[config.mk]
export PLATFORM = sky130hd
export DESIGN_NAME = alu_arbiter
export DESIGN_NICKNAME = d
export VERILOG_FILES = /design/src/rtl/alu_pkg.sv /design/src/rtl/alu_arbiter_rr_arb2.sv /design/src/rtl/alu_arbiter.sv
export SDC_FILE = /design/constraint.sdc
export NUM_CORES = 1
export LEC_CHECK = 0
export BUFFER_PORTS_ARGS = -buffer_cell sky130_fd_sc_hd__buf_2
export CAP_MARGIN = 20
export CORE_ASPECT_RATIO = 0.5
export CORE_UTILIZATION = 50
export CTS_CLUSTER_SIZE = 24
export DETAILED_ROUTE_END_ITERATION = 10
export GPL_TIMING_DRIVEN = 0
export PLACE_DENSITY = 0.87
export SLEW_MARGIN = 40
export SYNTH_ARGS = -nofsm -noshare
export SYNTH_HDL_FRONTEND = slang
export SYNTH_SLANG_ARGS = --single-unit
export TNS_END_PERCENT = 100
[constraint.sdc]
create_clock -name clk -period 6.67 [get_ports clk]
set_input_delay 0 -clock clk [delete_from_list [all_inputs] [get_ports clk]]
set_output_delay 0 -clock clk [all_outputs]
set_load 0.02 [all_outputs]
[src/rtl/alu_pkg.sv]
// Shared definitions for the ALU arbiter: opcodes, flag bit positions, FSM states.
package alu_pkg;

    typedef enum logic [1:0] {
        ST_IDLE = 2'd0,
        ST_EXEC = 2'd1,
        ST_RESP = 2'd2
    } state_e;

    // Flag register layout {N,Z,C,V}
    localparam int unsigned FLAG_N = 3;
    localparam int unsigned FLAG_Z = 2;
    localparam int unsigned FLAG_C = 1;
    localparam int unsigned FLAG_V = 0;

    localparam logic [3:0] OP_AND = 4'b0000;
    localparam logic [3:0] OP_EOR = 4'b0001;
    localparam logic [3:0] OP_SUB = 4'b0010;
    localparam logic [3:0] OP_RSB = 4'b0011;
    localparam logic [3:0] OP_ADD = 4'b0100;
    localparam logic [3:0] OP_ADC = 4'b0101;
    localparam logic [3:0] OP_SBC = 4'b0110;
    localparam logic [3:0] OP_RSC = 4'b0111;
    localparam logic [3:0] OP_TST = 4'b1000;
    localparam logic [3:0] OP_TEQ = 4'b1001;
    localparam logic [3:0] OP_CMP = 4'b1010;
    localparam logic [3:0] OP_CMN = 4'b1011;
    localparam logic [3:0] OP_ORR = 4'b1100;
    localparam logic [3:0] OP_MOV = 4'b1101;
    localparam logic [3:0] OP_BIC = 4'b1110;
    localparam logic [3:0] OP_MVN = 4'b1111;

    // Arithmetic ops own all four flags; logical ops leave V alone
    function automatic logic op_is_arith(input logic [3:0] op);
        case (op)
            OP_SUB, OP_RSB, OP_ADD, OP_ADC,
            OP_SBC, OP_RSC, OP_CMP, OP_CMN: return 1'b1;
            default:                        return 1'b0;
        endcase
    endfunction

    // Compare/test ops always write flags regardless of setflags
    function automatic logic op_is_compare(input logic [3:0] op);
        return (op == OP_TST) || (op == OP_TEQ) || (op == OP_CMP) || (op == OP_CMN);
    endfunction

endpackage

[src/rtl/alu_arbiter_rr_arb2.sv]
// Two-requester round-robin grant: the favoured side wins if it asks,
// otherwise the other side gets it. Next pointer favours the loser.
module rr_arb2 (
    input  logic [1:0] req_i,
    input  logic       ptr_i,
    output logic [1:0] gnt_o,
    output logic       ptr_nxt_o
);

    // Grant vector from request pair and priority pointer
    always_comb begin
        gnt_o = '0;
        if (req_i[ptr_i]) begin
            gnt_o[ptr_i] = 1'b1;
        end else if (req_i[~ptr_i]) begin
            gnt_o[~ptr_i] = 1'b1;
        end
    end

    // Pointer moves to the non-granted requester; holds when nothing granted
    always_comb begin
        ptr_nxt_o = ptr_i;
        if (gnt_o[0]) begin
            ptr_nxt_o = 1'b1;
        end else if (gnt_o[1]) begin
            ptr_nxt_o = 1'b0;
        end
    end

endmodule

[src/rtl/alu_arbiter.sv]
// Arbitrates two requesters onto one shared combinational ALU, one operation
// at a time (IDLE -> EXEC -> RESP), and maintains the {N,Z,C,V} flag register.
module alu_arbiter
    import alu_pkg::*;
#(
    parameter bit PRIO_INIT = 1'b0
) (
    input  logic        clk,
    input  logic        reset,
    input  logic        req0_valid,
    output logic        req0_ready,
    input  logic [31:0] req0_a,
    input  logic [31:0] req0_b,
    input  logic [3:0]  req0_op,
    input  logic        req0_setflags,
    input  logic        req0_shc,
    input  logic        req1_valid,
    output logic        req1_ready,
    input  logic [31:0] req1_a,
    input  logic [31:0] req1_b,
    input  logic [3:0]  req1_op,
    input  logic        req1_setflags,
    input  logic        req1_shc,
    output logic [31:0] alu_srca,
    output logic [31:0] alu_srcb,
    output logic [3:0]  alu_control,
    output logic        alu_carry_in,
    output logic        alu_shifter_carry,
    input  logic [31:0] alu_result,
    input  logic [3:0]  alu_flags,
    output logic        rsp_valid,
    input  logic        rsp_ready,
    output logic        rsp_id,
    output logic [31:0] rsp_result,
    output logic [3:0]  rsp_flags,
    output logic [3:0]  flags
);

    state_e      state_q, state_d;
    logic        ptr_q, ptr_d, ptr_nxt;
    logic [1:0]  gnt;
    logic        accept;
    logic [31:0] a_q, b_q;
    logic [3:0]  op_q;
    logic        sf_q, shc_q, id_q;
    logic [31:0] rsp_result_q;
    logic [3:0]  rsp_flags_q;
    logic        rsp_id_q;
    logic [3:0]  flags_q, flags_d;

    rr_arb2 u_arb (
        .req_i     ({req1_valid, req0_valid}),
        .ptr_i     (ptr_q),
        .gnt_o     (gnt),
        .ptr_nxt_o (ptr_nxt)
    );

    assign accept = (state_q == ST_IDLE) && (gnt != 2'b00);

    // State register
    always_ff @(posedge clk or posedge reset) begin
        if (reset) state_q <= ST_IDLE;
        else       state_q <= state_d;
    end

    // Next-state: one accept, one execute cycle, then hold response until taken
    always_comb begin
        state_d = state_q;
        case (state_q)
            ST_IDLE: if (accept)    state_d = ST_EXEC;
            ST_EXEC:                state_d = ST_RESP;
            ST_RESP: if (rsp_ready) state_d = ST_IDLE;
            default:                state_d = ST_IDLE;
        endcase
    end

    // Outputs: accept pulse (forced low in reset) and ALU drive only while executing
    always_comb begin
        req0_ready        = accept && gnt[0] && !reset;
        req1_ready        = accept && gnt[1] && !reset;
        alu_srca          = '0;
        alu_srcb          = '0;
        alu_control       = '0;
        alu_carry_in      = 1'b0;
        alu_shifter_carry = 1'b0;
        if (state_q == ST_EXEC) begin
            alu_srca          = a_q;
            alu_srcb          = b_q;
            alu_control       = op_q;
            alu_carry_in      = flags_q[FLAG_C];
            alu_shifter_carry = shc_q;
        end
    end

    // Next pointer and flag register values
    always_comb begin
        ptr_d   = accept ? ptr_nxt : ptr_q;
        flags_d = flags_q;
        if (state_q == ST_EXEC && (sf_q || op_is_compare(op_q))) begin
            if (op_is_arith(op_q)) flags_d = alu_flags;
            else                   flags_d = {alu_flags[3:1], flags_q[FLAG_V]};
        end
    end

    // Pointer, flags, operand latch and response capture
    always_ff @(posedge clk or posedge reset) begin
        if (reset) begin
            ptr_q        <= PRIO_INIT;
            flags_q      <= '0;
            a_q          <= '0;
            b_q          <= '0;
            op_q         <= '0;
            sf_q         <= 1'b0;
            shc_q        <= 1'b0;
            id_q         <= 1'b0;
            rsp_result_q <= '0;
            rsp_flags_q  <= '0;
            rsp_id_q     <= 1'b0;
        end else begin
            ptr_q   <= ptr_d;
            flags_q <= flags_d;
            if (accept) begin
                a_q   <= gnt[1] ? req1_a        : req0_a;
                b_q   <= gnt[1] ? req1_b        : req0_b;
                op_q  <= gnt[1] ? req1_op       : req0_op;
                sf_q  <= gnt[1] ? req1_setflags : req0_setflags;
                shc_q <= gnt[1] ? req1_shc      : req0_shc;
                id_q  <= gnt[1];
            end
            if (state_q == ST_EXEC) begin
                rsp_result_q <= alu_result;
                rsp_flags_q  <= alu_flags;
                rsp_id_q     <= id_q;
            end
        end
    end

    assign rsp_valid  = (state_q == ST_RESP);
    assign rsp_id     = rsp_id_q;
    assign rsp_result = rsp_result_q;
    assign rsp_flags  = rsp_flags_q;
    assign flags      = flags_q;

endmodule

==> results.cfg <==
[run_status]
outcome = finished clean

[clock_network]
insertion_delay_ns = 0.42
cts_max_level = 4
cts_tree = built
cts.clk_slew.worst_paths_ns = 0.06
cts_buffers = 17
cts_max_path_buffers = 2
cts.repair.resized = 0
cts.sinks = 115
cts_root_buffer = clkbuf_16

[synth]
ys_ff_latch = 115
yosysWarnings = 0
synth.top_cell.area_share = 0.4999
ys_top_cells_by_count = 115 x dfrtp_1, 114 x nand2_1, 71 x a21oi_1, 71 x a31oi_1
synth_nets = 858
synth_cell_types = 26
ys_async_sr_fraction = 1.000
ys.flop_type = dfrtp_1
synth_area_leaders = dfrtp_1 50%, a31oi_1 7.7%, and2_1 7.6%
postSynthCellCount = 677
seq_area_frac_synth = 0.4999
synthesis.area_per_instance_um2 = 8.503
synth_edf_count = 0
yosysMostFrequentCell = dfrtp_1
synth_top_cell_by_area = dfrtp_1
synth_area_um2 = 5757

[timing]
setup_viol = 0
worst_pin_slew_ns = 0.5951
finalCritPeriodShare = 0.3716
period_needed_ns = 2.479
fin_worst_skew_ns = 0.01321
hold_violations = 0
fmax_mhz = 403.4
finalSetupTns_ns = 0
rsz0062_at_grt = false
fin_ws_ns = 4.191
maxSlewViolCount = 0
slew-limit-headroom = 0.6033

[floorplan]
fp.dieW_um = 153.7
die_area_um2 = 11970
ioPinCount = 295
start_util = 0.5180
die_height_um = 77.88
core.rowCount = 27
core_um2 = 11110

[worst_setup_path]
r2r_slack_ns = 4.19
arrival_ns = 2.83
critPathMaxFanout = 10
critPathLaunchType = flop
cp.required_ns = 7.02
worstSetupPathType = flop to flop
cp-end-kind = flop

[cells_and_area]
multi_input_area_um2 = 2544
seqCellArea_um2 = 2878
diodes = 0
fillers = 482
utilization = 0.8898
area_delta_synth_final_pct = 71.79
drive_gt1_frac = 0.3130
layout.nets = 1351
design_area_um2 = 9889

[power]
power_mw = 4.912
cellPowerDensity_nw_per_um2 = 496.7
p_leak_nw = 4.804
vdd_ir_drop_max_uv = 267.6

[global_route]
grt_first_pass_wirelength_um = 44170
grt_use_total = 0.4843
use_met1 = 0.5377
grt_max_degree = 67
grt-ovfl-total = 0
grt.busiest_layer = met2
antenna_found_initial = 0
met3_usage = 0.1883
met2_usage = 0.7645
grt_pass1_vias = 8508

[flow_run]
maxCapViolCount = 0

[route]
avgRoutedWirePerCell_um = 21.04
drc = 0
ant_nets = 0
drt_pre_antenna_iters = 6
drt_iter0_drc = 1035
vias_per_cell = 6.272
vias = 8323
wirelength_um = 27920

[placed_design]
io_buffer_count = 294
place_congestion = 0.8854
preCtsSetupSlack_ns = 5.015
dp.final_hpwl_um = 13520
place_area_um2 = 7445

[worst_hold_path]
hold_class = input port to flop
==> worst max-delay path: stages (launching register included) <==
cell,delay (ns)
dfrtp_1,0.46
nor2_2,0.42
clkbuf_1,0.52
a21oi_1,0.14
a31oi_1,0.25
dlygate4sd3_1,0.63
==> cell usage in the layout, fill, tap and decap left out <==
master,instances
buf_2,318
dlygate4sd3_1,179
dfrtp_1,115
nand2_1,114
a21oi_1,71
a31oi_1,71
nand3_1,70
and2_1,70
o21ai_0,61
clkbuf_1,33
clkbuf_16,17
o21ai_1,13
buf_4,9
clkinv_4,5
bufinv_16,5
mux2_2,4
nor2_1,3
inv_6,3
inv_1,2
buf_1,2
nor2b_1,2
nand2b_1,2
nor3_1,2
nor2b_4,1
or2_1,1
nor2_4,1
or2b_1,1
nor2_2,1
or2_2,1
inv_8,1
clkbuf_2,1
a2111oi_2,1
clkinvlp_4,1
buf_16,1
==> per-layer routing <==
| metal | wire length, um | share of wire | vias up |
|---|---|---|---|
| met5 | 0 | 0 | - |
| met4 | 2348 | 0.084 | 0 |
| met3 | 3121 | 0.11 | 289 |
| met2 | 12760 | 0.46 | 861 |
| met1 | 9685 | 0.35 | 3833 |
| li1 | - | - | 3340 |
==> final timing paths <==
check / from / end / cells after the start
setup / recovery: state_q[0] / b_q[22] / 5
hold / removal: req1_valid / id_q / 4
setup reg to reg: state_q[0] / b_q[22] / 5
hold reg to reg: rsp_result[13] / rsp_result[13] / 2
max in group asynchronous: reset / rsp_result[14] / 4
min in group asynchronous: reset / a_q[9] / 3
==> through the flow <==
stage | instances | hold slack (ns)
3_5_place_dp | 1117 | 0.06453
4_1_cts | 1327 | 0.01033
2_1_floorplan | 677 | 0.08867
3_3_place_gp | 1116 | 0.1895
6_report | 1327 | 0.1099
5_1_grt | 1327 | 0.1526
==> registers in the layout, indices dropped and copies added (netlist names) <==
signal	cells
a_q	32
b_q	32
rsp_result	32
flags	4
op_q	4
rsp_flags	4
state_q	2
id_q	1
ptr_q	1
rsp_id	1
sf_q	1
shc_q	1
==> power by group <==
group          leakage (nW)  switching, mW  internal [mW]
combinational          3.16           1.50           1.07
sequential             1.33          0.249           1.05
clock                 0.314          0.368          0.667
==> layout make-up <==
type                    count  share of cell area
clock inverters            14             0.02303
repair buffers            474              0.3327
flip-flops and latches    115              0.2910
inverters                   3            0.001898
clock buffers              17             0.04302
multi-input cells         490              0.2572
plain buffers              69             0.03277
well taps                 145             0.01835
==> logic make-up after synthesis <==
logic type,count (synthesis),synth area share
AOI/OAI and AO/OA,217,0.2058
buffers and inverters,72,0.05825
and+or+nand+nor,269,0.2282
DFF,115,0.4999
muxes,4,0.007824
==> timing repair <==
action,in CTS,in global routing
hold buffers,179,0
hold endpoints to repair,161,0
buffers inserted,0,0
Note: power is estimated with default switching activity, not from simulation.
